$ cat config.mk
export PLATFORM = sky130hd
export DESIGN_NAME = vga_sync_gen
export DESIGN_NICKNAME = d
export VERILOG_FILES = /design/src/rtl/vga_sync_gen.sv
export SDC_FILE = /design/constraint.sdc
export NUM_CORES = 1
export LEC_CHECK = 0
export ABC_AREA = 1
export ABC_CLOCK_PERIOD_IN_PS = 4200
export CAP_MARGIN = 0
export CORE_ASPECT_RATIO = 1.4
export CORE_MARGIN = 10
export CORE_UTILIZATION = 55
export DETAILED_ROUTE_END_ITERATION = 10
export PLACE_DENSITY = 0.9
export SYNTH_ARGS = -nofsm -noshare
export SYNTH_HDL_FRONTEND = slang
export SYNTH_SLANG_ARGS = --single-unit
$ cat constraint.sdc
create_clock -name clk -period 4.2 [get_ports clk]
set_input_delay 1.26 -clock clk [delete_from_list [all_inputs] [get_ports clk]]
set_output_delay 1.26 -clock clk [all_outputs]
set_load 0.01 [all_outputs]
$ cat src/rtl/vga_sync_gen.sv
`timescale 1ns/1ps
`default_nettype none
// ============================================================================
// Module      : vga_sync_gen
// Description : VGA raster timing generator. A horizontal pixel counter and a
//               vertical line counter walk the full raster. Every output is
//               registered from the *next* counter values, so the outputs
//               change on the same edge as x/y and never glitch.
//
// Ports       : clk          pixel clock (single clock domain)
//               rst          asynchronous, active-low reset
//               en           count enable; low freezes counters and outputs
//               hsync        horizontal sync (HS_POL while in the sync pulse)
//               vsync        vertical sync   (VS_POL while in the sync lines)
//               video_on     high only inside the visible area
//               x, y         current beam position (10 bits each)
//               line_start   high while x == 0
//               frame_start  high while x == 0 and y == 0
//               frame_cnt    16-bit frame counter; present only when the
//                            macro VGA_SYNC_FRAME_CNT_EN is defined
//
// Both totals (active + porches + sync) must not exceed 1024 so that the
// 10-bit x/y ports can hold every counter value.
//
// Revision    : 1.0  initial release
// ============================================================================
module vga_sync_gen #(
    parameter int   H_ACTIVE = 640,
    parameter int   H_FP     = 16,
    parameter int   H_SYNC   = 96,
    parameter int   H_BP     = 48,
    parameter int   V_ACTIVE = 480,
    parameter int   V_FP     = 10,
    parameter int   V_SYNC   = 2,
    parameter int   V_BP     = 33,
    parameter logic HS_POL   = 1'b0,
    parameter logic VS_POL   = 1'b0
) (
    input  logic        clk,
    input  logic        rst,
    input  logic        en,
    output logic        hsync,
    output logic        vsync,
    output logic        video_on,
    output logic [9:0]  x,
    output logic [9:0]  y,
    output logic        line_start,
    output logic        frame_start
`ifdef VGA_SYNC_FRAME_CNT_EN
    ,
    output logic [15:0] frame_cnt
`endif
);

    // ------------------------------------------------------------------------
    // Timing constants. Decode comparisons are done on 11 bits so that a
    // window ending exactly at 1024 is still representable.
    // ------------------------------------------------------------------------
    localparam int          c_h_total    = H_ACTIVE + H_FP + H_SYNC + H_BP;
    localparam int          c_v_total    = V_ACTIVE + V_FP + V_SYNC + V_BP;

    localparam logic [10:0] c_h_last     = 11'(c_h_total - 1);
    localparam logic [10:0] c_v_last     = 11'(c_v_total - 1);
    localparam logic [10:0] c_h_active   = 11'(H_ACTIVE);
    localparam logic [10:0] c_v_active   = 11'(V_ACTIVE);
    localparam logic [10:0] c_hs_start   = 11'(H_ACTIVE + H_FP);
    localparam logic [10:0] c_hs_end     = 11'(H_ACTIVE + H_FP + H_SYNC);
    localparam logic [10:0] c_vs_start   = 11'(V_ACTIVE + V_FP);
    localparam logic [10:0] c_vs_end     = 11'(V_ACTIVE + V_FP + V_SYNC);

    // Reset parks the beam on the last pixel of the last line, so the first
    // enabled edge lands on (0,0) and the first frame is complete.
    localparam logic [9:0]  c_h_rst      = 10'(c_h_total - 1);
    localparam logic [9:0]  c_v_rst      = 10'(c_v_total - 1);

    // ------------------------------------------------------------------------
    // State
    // ------------------------------------------------------------------------
    logic [9:0] h_cnt_q, h_cnt_d;
    logic [9:0] v_cnt_q, v_cnt_d;

    logic       hsync_q,       hsync_d;
    logic       vsync_q,       vsync_d;
    logic       video_on_q,    video_on_d;
    logic       line_start_q,  line_start_d;
    logic       frame_start_q, frame_start_d;

    logic       w_h_wrap;
    logic       w_v_wrap;
    logic       w_frame_wrap;

    logic [10:0] w_h_next;
    logic [10:0] w_v_next;

    // ------------------------------------------------------------------------
    // Counter next-state
    // ------------------------------------------------------------------------
    always_comb begin
        w_h_wrap     = ({1'b0, h_cnt_q} == c_h_last);
        w_v_wrap     = ({1'b0, v_cnt_q} == c_v_last);
        w_frame_wrap = en && w_h_wrap && w_v_wrap;

        h_cnt_d = h_cnt_q;
        v_cnt_d = v_cnt_q;
        if (en) begin
            if (w_h_wrap) begin
                h_cnt_d = '0;
                v_cnt_d = w_v_wrap ? 10'd0 : v_cnt_q + 10'd1;
            end else begin
                h_cnt_d = h_cnt_q + 10'd1;
            end
        end
    end

    // ------------------------------------------------------------------------
    // Output decode from the next counter values. When en is low the next
    // values equal the held ones, so the decode reproduces the held outputs.
    // ------------------------------------------------------------------------
    always_comb begin
        w_h_next = {1'b0, h_cnt_d};
        w_v_next = {1'b0, v_cnt_d};

        hsync_d = ~HS_POL;
        if ((w_h_next >= c_hs_start) && (w_h_next < c_hs_end)) begin
            hsync_d = HS_POL;
        end

        // Vertical sync depends only on the line number, so it switches on
        // the same edge that moves x to 0.
        vsync_d = ~VS_POL;
        if ((w_v_next >= c_vs_start) && (w_v_next < c_vs_end)) begin
            vsync_d = VS_POL;
        end

        video_on_d    = (w_h_next < c_h_active) && (w_v_next < c_v_active);
        line_start_d  = (h_cnt_d == 10'd0);
        frame_start_d = (h_cnt_d == 10'd0) && (v_cnt_d == 10'd0);
    end

    // ------------------------------------------------------------------------
    // Registers
    // ------------------------------------------------------------------------
    always_ff @(posedge clk or negedge rst) begin
        if (!rst) begin
            h_cnt_q       <= c_h_rst;
            v_cnt_q       <= c_v_rst;
            hsync_q       <= ~HS_POL;
            vsync_q       <= ~VS_POL;
            video_on_q    <= 1'b0;
            line_start_q  <= 1'b0;
            frame_start_q <= 1'b0;
        end else begin
            h_cnt_q       <= h_cnt_d;
            v_cnt_q       <= v_cnt_d;
            hsync_q       <= hsync_d;
            vsync_q       <= vsync_d;
            video_on_q    <= video_on_d;
            line_start_q  <= line_start_d;
            frame_start_q <= frame_start_d;
        end
    end

    assign hsync       = hsync_q;
    assign vsync       = vsync_q;
    assign video_on    = video_on_q;
    assign x           = h_cnt_q;
    assign y           = v_cnt_q;
    assign line_start  = line_start_q;
    assign frame_start = frame_start_q;

`ifdef VGA_SYNC_FRAME_CNT_EN
    // ------------------------------------------------------------------------
    // Frame counter: counts edges that move the beam to (0,0); wraps freely.
    // ------------------------------------------------------------------------
    logic [15:0] frame_cnt_q, frame_cnt_d;

    always_comb begin
        frame_cnt_d = frame_cnt_q;
        if (w_frame_wrap) begin
            frame_cnt_d = frame_cnt_q + 16'd1;
        end
    end

    always_ff @(posedge clk or negedge rst) begin
        if (!rst) begin
            frame_cnt_q <= '0;
        end else begin
            frame_cnt_q <= frame_cnt_d;
        end
    end

    assign frame_cnt = frame_cnt_q;
`else
    // Without the frame counter the frame-wrap strobe has no consumer.
    logic w_unused;
    assign w_unused = w_frame_wrap;
`endif

endmodule
`default_nettype wire

# --- Word-level counts from Yosys, hierarchy flattened ---
# Index checks and enable logic that the tools add are counted.
# W data, S select, Z words.
word_totals:
  reg_bits: 25
  in_bits: 3
  elab_cells: 30
op_classes:
  addsub: 2
  n_lt_le_gt_ge: 6
  eq_ne: 2
  muxes: 7
  n_reduce_logical: 6
ops:
  columns: ["cell", "n"]
  rows:
  - ["$mux W10", 5]
  - ["$add A10 B1 Y10 const B", 2]
  - ["$eq A10 B10 Y1 const B", 2]
  - ["$logic_not A10 Y1", 2]
  - ["$lt A10 B10 Y1 const B", 2]
  - ["$lt A10 B9 Y1 const B", 2]
  - ["$ge A10 B10 Y1 const B", 1]
  - ["$ge A10 B9 Y1 const B", 1]
  - ["$logic_and A1 B1 Y1", 4]
  - ["$mux W1", 2]

# --- Longest topological paths before layout ---
# Gate-level depths: netlist (run 1).
depth:
  depth_word: 7
  ltp_mapped: 13
  depth_no_buf: 13

# --- Worst setup path after synthesis (run 1) ---
# No wires, ideal clock.
synth_path:
  kind: "input-to-reg"
  start: "input en"
  end: "register frame_start_q, in the netlist frame_start"
  setup_time_ps: 71
  arrival_time_ps: 2366
  required_time_ps: 4129
  setup_slack_ps: 1763
  path_stages: 9
  n_path_buf: 1
  path_cell_list: "buf_4 nand2_1 nor2_1 nand2_1 xor2_1 nand3_2 nor2_1 nand3_1 nor2_1"
synth_via:
  elab_chain_len: 3
synth_lines:
  columns: ["item", "line_no", "rtl"]
  rows:
  - ["start: declaration", "41", "input logic en,"]
  - ["$mux W10", "105", "if (en) begin"]
  - ["$logic_not A10 Y1", "137", "frame_start_d = (h_cnt_d == 10'd0) && (v_cnt_d == 10'd0);"]
  - ["$logic_and A1 B1 Y1 *", "137", null]
  - ["via frame_start_d", "86", "logic frame_start_q, frame_start_d;"]
  - ["end signal: assignment", "159", "frame_start_q <= frame_start_d;"]
  - ["end: declaration", "86", null]
# The timed path passes the listed nets; every way through them passes the cells marked *.

# --- Final worst setup path (run 1) ---
# Same ends and word-level chain as after synthesis.

==> impl_metrics.csv, run 1 <==
group,metric,value,unit
synth,yosysUniqueCellTypes,31,
clock_tree,clk_pin_slew,0.10,ns
floorplanning,die_h,85.2,um
floorplanning,ios,28,
drt,wl,4030,um
timing,finalClockSkew,0.00738,ns
worst_setup_path,cp.arrival,3.11,ns
synth,synth_top_area_share,19.5,%
cells_and_area,final_common_cell,"nand2_1",
pwr,total_power,1.02,mW
timing,slew_viol_final,0,
clock_tree,cts_setup_buffers,0,
worst_setup_path,crit_required,4.41,ns
synth,synth_fa_ha_area_share,2.25,%
synth,synth_xor_area_share,1.05,%
placed_design,io_buffers,27,
synth,async_flop_share,100,%
worst_setup_path,path_delay_family,"simple AND/OR/NAND/NOR gates",
drt,dr.max_layer_used,"met4",
worst_setup_path,cpMaxStageDelayCell,"clkdlybuf4s50_1",
flow_run,cap_violations,0,
cells_and_area,nets,276,
cells_and_area,drive_gt1_share,14.1,%
floorplanning,die_x,66.6,um
global_route,overflow,0,
global_route,grt_max_degree,24,
synth,synth-compound-area-share,3.82,%
outcome,status,"finished, final reports clean",
clock_tree,cts_buffers,3,
drt,wl_met2,2110,um
timing,slew_headroom,31.8,%
synth,syn_area_per_cell,6.99,sq um
worst_setup_path,start_kind,"primary input",
pwr,p_leak,1.02,nW
global_route,grt_pass1_wl,6730,um
synth,yosys_register_bits,25,
synth,synth_edf_count,0,
drt,first_pass_iters,4,
synth,ys_seq_area_share,38.4,%
worst_setup_path,critPathCaptureType,"flip-flop",
drt,drt_iter0_drc,88,
synth,synth_area_leaders,"dfrtp_1 19%, dfstp_2 19%, nand2_1 17%, inv_1 8.3%, nand3_1 6.6%",
cells_and_area,seq_area,641,sq um
global_route,antenna_found_initial,0,
drt,wl_met1,1620,um
floorplanning,dieArea,5670,sq um
floorplanning,row_count,23,
clock_tree,clk_path_buf_depth,2,
synth,synth_simple_gate_area_share,44.6,%
cells_and_area,n_fill_cell,235,
drt,route.met3.wl,212,um
floorplanning,core,2880,sq um
cells_and_area,n_antenna_cell,0,
drt,drc,0,
clock_tree,cts_tree,"built",
pwr,power.density,501,nW/um^2
synth,synthMuxAreaShare,0,%
cells_and_area,multiInputGateArea,863,sq um
floorplanning,start_util,58.0,%
pwr,irDropWorstVdd,0.000373,V
synth,yosys.area.top_type,"dfrtp_1",
drt,via_count,1599,
global_route,track_usage,14.6,%
cells_and_area,layout_common_cells,"75 x nand2_1, 37 x inv_1, 27 x nor2_1, 27 x clkdlybuf4s50_1, 22 x nand3_1",
synth,syn-num-nets,245,
clock_tree,htreeDepth,1,
timing,final-hold-violation-count,0,
drt,ant_nets,0,
clock_tree,clock_latency,0.28,ns
clock_tree,hold_buffers,0,
worst_setup_path,crit_top_cell,"nor2_1",
worst_hold_path,hp-class,"reg -> reg",
synth,syn-cell-area,1670,sq um
worst_setup_path,crit_buf_inv,1,
synth,synth_top_family_by_area,"simple AND/OR/NAND/NOR gates",
global_route,grt_pass1_vias,1546,
cells_and_area,area_delta_synth_final,21.9,%
clock_tree,cts-root-buf,"clkbuf_8",
worst_setup_path,crit_type,"in -> reg",
timing,fmax,345,MHz
timing,fin_crit,2.90,ns
timing,rsz0062_at_grt,"no",
timing,setup_tns,0,ns
placed_design,place_congestion,0.901,
clock_tree,clock_sinks,25,
timing,setup_viol,0,
placed_design,hpwlAfterDp,3150,um
synth,ys.flop_type,"dfrtp_1",
timing,fin_crit_sh,69.1,%
drt,drt-vias-per-instance,5.23,
worst_setup_path,cpPeakStageDelay,0.62,ns
synth,yosysWarnings,0,
worst_setup_path,path_max_fanout,8,
timing,worst_pin_slew,1.02,ns
synth,syn_inst,239,
clock_tree,cts_resized,0,
drt,post_drt_wl_per_cell,13.2,um
worst_setup_path,path_cells,"clkdlybuf4s50_1, nand2_1, nor2_1, nand2_1, xor2_1, nand3_2, nor2_1, nand3_1, nor2_1",
-- Yosys cell counts (2+ instances only) --
| cell | instances |
|---|---|
| nand2_1 | 75 |
| inv_1 | 37 |
| nand3_1 | 22 |
| nor2_1 | 27 |
| nand3_2 | 2 |
| inv_2 | 2 |
| nor2_4 | 2 |
| dfrtp_1 | 13 |
| dfstp_2 | 12 |
| xor2_1 | 2 |
| o21bai_1 | 2 |
| o21ai_0 | 4 |
| nor2_2 | 5 |
| ha_1 | 3 |
| nand4_1 | 8 |
| nand2_2 | 4 |
| nor3_1 | 4 |
| nand3b_1 | 2 |
-- registers in the layout (all words and copies together) (netlist names) --
register / cells
hsync: 1
y: 10
video_on: 1
line_start: 1
vsync: 1
frame_start: 1
x: 10
-- worst register-to-register path: cells and delay by family, from the launching register on --
family / cells / cell delay (ns)
AND/OR/NAND/NOR: 10 / 1.20
flip-flops: 1 / 0.58
adder cells (fa/ha/maj): 1 / 0.21
-- routing by layer --
layer  up-vias  track usage (%)
li1        802                -
met5         -                0
met3        12             3.03
met4         0             6.50
met2        47             26.1
met1       738             15.6
-- path summary, 6_finish.rpt --
| path | depth (start not counted) | slack (ns) | start | end |
|---|---|---|---|---|
| worst max-delay path | 9 | 1.30 | en | frame_start$_DFF_PN0_ |
| worst min-delay path | 2 | 0.53 | x[1]$_DFF_PN1_ | x[1]$_DFF_PN1_ |
| worst max register to register | 11 | 2.15 | x[0]$_DFF_PN1_ | frame_start$_DFF_PN0_ |
| worst min register to register | 2 | 0.53 | x[1]$_DFF_PN1_ | x[1]$_DFF_PN1_ |
| max in group asynchronous | 2 | 1.96 | rst | x[3]$_DFF_PN1_ |
| min in group asynchronous | 1 | 1.53 | rst | frame_start$_DFF_PN0_ |
-- area by class of cell --
cell class | count | share of cell area (%)
clock buffer | 3 | 2.03
clock inverter | 1 | 0.430
sequential | 25 | 31.5
tap | 37 | 2.27
multi-input combinational | 171 | 42.4
timing repair buffer | 29 | 14.0
inverter | 40 | 7.38
-- power by group --
| group | total, mW | internal, mW | switching [mW] | leakage (nW) |
|---|---|---|---|---|
| Combinational | 0.467 | 0.192 | 0.275 | 0.718 |
| Sequential | 0.399 | 0.320 | 0.0790 | 0.277 |
| Clock | 0.153 | 0.0697 | 0.0835 | 0.0261 |
| Total | 1.02 | 0.581 | 0.438 | 1.02 |
-- stage by stage --
step | hold WS, ns | cells | instance area [sq um] | setup WS [ns] | util, %
6_report | 0.534 | 306 | 2040 | 1.30 | 70.7
5_1_grt | 0.569 | 306 | 2040 | 1.13 | 70.7
4_1_cts | 0.538 | 306 | 2040 | 1.30 | 70.7
3_5_place_dp | 0.524 | 302 | 1990 | 1.02 | 69.0
3_3_place_gp | 0.518 | 302 | 1990 | 1.13 | 69.0
2_1_floorplan | 0.506 | 239 | 1670 | 1.76 | -
-- kinds of logic (layout without fill, tap and decap cells) --
| group | Yosys count | in the layout |
|---|---|---|
| buffers and inverters | 43 | 73 |
| flip-flops | 25 | 25 |
| AO/OA/AOI/OAI | 10 | 10 |
| XOR/XNOR | 2 | 2 |
| AND/OR/NAND/NOR | 156 | 156 |
| adder cells (fa/ha/maj) | 3 | 3 |
No activity file was read; power rests on OpenSTA's default activity.
==> run 2: changes to the inputs <==
- ABC_CLOCK_PERIOD_IN_PS: 4200 -> 2400
- CORE_UTILIZATION: 55 -> 48
- PLACE_DENSITY: 0.9 -> 0.84
- clock period: 4.2 -> 2.4 ns (I/O delays scaled with it)
==> run 2 against run 1 <==
Against the previous run: global-route usage is 1.2 points lower; sequential share of layout area fell by 0.46 points; critical path depth down 8; largest power group unchanged.
==> impl_metrics.csv, run 2 (same netlist as run 1, synthesis figures left out) <==
group,metric,value,unit
placed_design,io_buffers,27,
cells_and_area,n_antenna_cell,0,
drt,first_pass_iters,4,
global_route,track_usage,13.4,%
cells_and_area,nets,280,
pwr,power.density,877,nW/um^2
worst_setup_path,path_delay_family,"flip-flops",
clock_tree,cts_resized,0,
timing,setup_viol,0,
pwr,irDropWorstVdd,0.000709,V
worst_setup_path,start_kind,"flip-flop",
flow_run,cap_violations,0,
clock_tree,cts_buffers,3,
floorplanning,core,3380,sq um
worst_setup_path,cpPeakStageDelay,0.61,ns
floorplanning,dieArea,6270,sq um
global_route,grt_pass1_vias,1569,
worst_setup_path,crit_buf_inv,1,
worst_setup_path,cp_num_cells,1,
floorplanning,start_util,49.4,%
worst_setup_path,r2r_start,"x[0]$_DFF_PN1_",
cells_and_area,area_delta_synth_final,23.7,%
timing,rsz0062_at_grt,"no",
floorplanning,ios,28,
drt,via_count,1601,
clock_tree,htreeDepth,1,
drt,drt-vias-per-instance,5.12,
timing,fmax,464,MHz
worst_setup_path,crit_start,"x[3]$_DFF_PN1_",
outcome,status,"finished, final reports clean",
cells_and_area,drive_gt1_share,15.4,%
worst_setup_path,crit_end,"x[3]",
clock_tree,hold_buffers,0,
cells_and_area,final_common_cell,"nand2_1",
pwr,p_leak,1.04,nW
global_route,antenna_found_initial,0,
worst_setup_path,path_max_fanout,6,
placed_design,place_congestion,0.896,
worst_setup_path,crit_type,"reg -> out",
worst_hold_path,hp-class,"reg -> reg",
floorplanning,row_count,25,
timing,fin_crit,2.15,ns
timing,final-hold-violation-count,0,
clock_tree,clock_latency,0.28,ns
timing,worst_pin_slew,0.334,ns
timing,fin_crit_sh,89.8,%
global_route,overflow,0,
cells_and_area,layout_common_cells,"75 x nand2_1, 37 x inv_1, 27 x nor2_1, 27 x clkdlybuf4s50_1, 22 x nand3_1",
floorplanning,die_x,69.9,um
drt,drc,0,
clock_tree,cts_setup_buffers,0,
worst_setup_path,rr_worst_depth,11,
timing,slew_headroom,77.7,%
timing,finalClockSkew,0.0107,ns
timing,slew_viol_final,0,
clock_tree,cts_tree,"built",
worst_setup_path,reg2reg_slack,0.36,ns
clock_tree,clk_path_buf_depth,2,
worst_setup_path,crit_required,1.68,ns
global_route,grt_pass1_wl,7190,um
drt,post_drt_wl_per_cell,13.4,um
drt,drt_iter0_drc,91,
placed_design,place_area,2020,sq um
worst_setup_path,critPathCaptureType,"primary output",
clock_tree,clock_sinks,25,
global_route,grt_max_degree,26,
clock_tree,clk_pin_slew,0.09,ns
floorplanning,die_h,89.8,um
drt,ant_nets,0,
worst_setup_path,timing.rr.end,"frame_start$_DFF_PN0_",
drt,wl,4190,um
cells_and_area,finalInstanceArea,2070,sq um
worst_setup_path,path_cells,"clkdlybuf4s50_1",
worst_setup_path,cpMaxStageDelayCell,"dfstp_2",
clock_tree,cts-root-buf,"clkbuf_8",
timing,setup_tns,0,ns
worst_setup_path,cp.arrival,1.43,ns
placed_design,hpwlAfterDp,3320,um
[run 2: cell count changes in the layout (fill, tap and decap cells not counted), sizes merged]
cell	delta
clkinv	+1
buf	+4
inv	-1
[run 2: how the worst min path moves through the flow]
stage / slack (ns) / end / from / cells after the start
after CTS: 0.53 / x[1]$_DFF_PN1_ / x[1]$_DFF_PN1_ / 2
after global placement: 0.51 / x[1]$_DFF_PN1_ / x[1]$_DFF_PN1_ / 2
after floorplan: 0.42 / frame_start$_DFF_PN0_ / rst / 0
after global routing: 0.55 / x[1]$_DFF_PN1_ / x[1]$_DFF_PN1_ / 2
final: 0.53 / x[1]$_DFF_PN1_ / x[1]$_DFF_PN1_ / 2
after detailed placement: 0.52 / x[1]$_DFF_PN1_ / x[1]$_DFF_PN1_ / 2
[run 2: final cells by class]
class                   instances  area (sq um)
inverters                      40           150
fillers                       310          1310
clock inverters                 1          5.00
flip-flops and latches         25           641
clock buffers                   3          41.3
repair buffers                 33           315
well taps                      40          50.0
multi-input cells             171           863
[run 2: stage by stage]
| stage | hold WS (ns) | power, mW | instances | worst slack (ns) | util [%] |
|---|---|---|---|---|---|
| after floorplan | 0.424 | 1.20 | 239 | 0.503 | - |
| after global placement | 0.507 | 1.54 | 309 | 0.0796 | 59.8 |
| after detailed placement | 0.517 | 1.57 | 309 | 0.0471 | 59.8 |
| after CTS | 0.531 | 1.83 | 313 | 0.235 | 61.1 |
| after global routing | 0.549 | 1.95 | 313 | 0.140 | 61.1 |
| final | 0.528 | 1.81 | 313 | 0.246 | 61.1 |
[run 2: metal layers]
layer  GRT usage (%)  part of all wire [%]
met1            14.4                    39
met2            24.5                    54
met3            2.09                   4.7
met4            6.11                   2.0
met5               0                     0
[run 2: power breakdown]
group	internal [mW]	switching [mW]
clock	0.116	0.140
combinational	0.361	0.497
sequential	0.560	0.139
==> run 3: changes to the inputs <==
- ABC_CLOCK_PERIOD_IN_PS: 2400 -> unset
- PLACE_DENSITY: 0.84 -> unset
- PLACE_DENSITY_LB_ADDON: unset -> 0.05
==> run 3 against run 2 <==
Against the previous run: clock-buffer cell count did not move; clock power fell by 2%; non-clock buffer count grew 5; worst hold slack better by 0.0080 ns; sequential power barely moved; cell count rose by 1.6%; combinational power increased by 1%; register-to-register slack barely moved; total power is 0.29% higher; via count is 2.2% higher; routed wire length up 0.26%; largest power group unchanged.
==> impl_metrics.csv, run 3 (same netlist as run 1, synthesis figures left out) <==
group,metric,value,unit
worst_setup_path,path_delay_family,"buffers and inverters",
floorplanning,die_h,89.8,um
worst_setup_path,crit_buf_inv,2,
clock_tree,clock_latency,0.27,ns
timing,setup_viol,0,
floorplanning,row_count,25,
worst_setup_path,crit_type,"in -> reg",
drt,post_drt_wl_per_cell,13.2,um
clock_tree,htreeDepth,1,
drt,via_count,1636,
clock_tree,cts_tree,"built",
cells_and_area,n_fill_cell,320,
clock_tree,clock_sinks,25,
global_route,grt_max_degree,26,
cells_and_area,final_common_cell,"nand2_1",
placed_design,hpwlAfterDp,3440,um
cells_and_area,n_antenna_cell,0,
worst_hold_path,hp-class,"reg -> reg",
clock_tree,clk_pin_slew,0.09,ns
floorplanning,core,3380,sq um
outcome,status,"finished, final reports clean",
timing,fmax,459,MHz
worst_setup_path,path_max_fanout,5,
timing,finalClockSkew,0.00672,ns
pwr,irDropWorstVdd,0.000520,V
timing,fin_crit,2.18,ns
placed_design,place_congestion,0.925,
global_route,grt_pass1_vias,1643,
placed_design,numPlacedInstances,314,
drt,drt-vias-per-instance,5.14,
clock_tree,hold_buffers,0,
clock_tree,cts_buffers,3,
placed_design,io_buffers,27,
worst_hold_path,holdPathStages,2,
worst_setup_path,critPathCaptureType,"flip-flop",
timing,final-hold-violation-count,0,
worst_setup_path,path_cells,"clkdlybuf4s50_1, nand2_1, nor2_1, nand2_1, xor2_1, inv_1, o21ai_1, nand2_1, nor2_1",
clock_tree,cts-root-buf,"clkbuf_8",
global_route,grt_pass1_wl,7410,um
timing,fin_crit_sh,90.7,%
worst_setup_path,crit_top_cell,"nand2_1",
floorplanning,ios,28,
global_route,overflow,0,
timing,rsz0062_at_grt,"no",
drt,dr.max_layer_used,"met4",
worst_setup_path,rr_worst_depth,12,
timing,hold_ws,0.536,ns
drt,wl,4200,um
worst_setup_path,cp.arrival,2.38,ns
cells_and_area,multiInputGateArea,863,sq um
drt,drt_iter0_drc,100,
timing,worst_pin_slew,0.334,ns
drt,first_pass_iters,4,
pwr,power.density,864,nW/um^2
cells_and_area,layout_common_cells,"75 x nand2_1, 37 x inv_1, 27 x nor2_1, 27 x clkdlybuf4s50_1, 22 x nand3_1",
cells_and_area,area_delta_synth_final,25.9,%
flow_run,cap_violations,0,
clock_tree,cts_resized,0,
drt,wl_met1,1660,um
cells_and_area,utilization,62.3,%
worst_setup_path,cpPeakStageDelay,0.56,ns
worst_setup_path,cpMaxStageDelayCell,"clkdlybuf4s50_1",
drt,route.met3.wl,124,um
timing,setup_tns,0,ns
clock_tree,clk_path_buf_depth,2,
floorplanning,start_util,49.4,%
timing,slew_headroom,77.7,%
global_route,track_usage,13.7,%
cells_and_area,nets,285,
drt,wl_met2,2340,um
worst_setup_path,start_kind,"primary input",
cells_and_area,drive_gt1_share,16.9,%
timing,slew_viol_final,0,
worst_setup_path,cp_num_cells,9,
cells_and_area,seq_area,641,sq um
floorplanning,dieArea,6270,sq um
global_route,antenna_found_initial,0,
cells_and_area,fin_cells,318,
drt,drc,0,
worst_setup_path,crit_required,2.60,ns
clock_tree,cts_setup_buffers,0,
pwr,p_leak,1.06,nW
floorplanning,die_x,69.9,um
drt,ant_nets,0,
==> run 3: cell types whose count changed in the layout (fill, tap and decap cells not counted) <==
cell	before	now
buf_4	6	11
==> run 3: through the flow <==
stage,area [sq um],worst slack [ns],total power [mW]
after floorplan,1670,0.503,1.20
after global placement,2060,-0.0280,1.57
after detailed placement,2060,-0.0757,1.58
after CTS,2100,0.192,1.84
after global routing,2100,0.00310,1.98
final,2100,0.223,1.82
==> run 3: path summary, 6_finish.rpt <==
check / slack (ns) / to / start
min in group asynchronous: 0.81 / x[6]$_DFF_PN0_ / rst
setup / recovery: 0.22 / video_on$_DFF_PN0_ / en
max in group asynchronous: 1.29 / y[3]$_DFF_PN1_ / rst
hold reg to reg: 0.54 / x[1]$_DFF_PN1_ / x[1]$_DFF_PN1_
hold / removal: 0.54 / x[1]$_DFF_PN1_ / x[1]$_DFF_PN1_
setup reg to reg: 0.36 / video_on$_DFF_PN0_ / x[0]$_DFF_PN1_
==> run 3: layer usage <==
| layer | vias to the layer above | track usage (%) |
|---|---|---|
| li1 | 824 | - |
| met5 | - | 0 |
| met1 | 769 | 14.8 |
| met4 | 0 | 4.79 |
| met3 | 8 | 1.65 |
| met2 | 35 | 25.9 |
==> run 3: area by class of cell <==
type / instances / area share, %
multi-input combinational: 171 / 41.0
tap: 40 / 2.38
clock inverter: 1 / 0.238
timing repair buffer: 38 / 16.8
inverter: 40 / 7.14
sequential: 25 / 30.5
clock buffer: 3 / 1.96
==> run 3: power by group <==
group	internal [mW]	total, mW	switching (mW)
Combinational	0.371	0.869	0.497
Sequential	0.560	0.699	0.139
Clock	0.116	0.250	0.134
Total	1.05	1.82	0.770
==> run 3: tightest hold or removal path, stage by stage (launching register included) <==
cell     delay, ns
dfstp_2       0.40
nand2_1       0.07
nand2_1       0.07
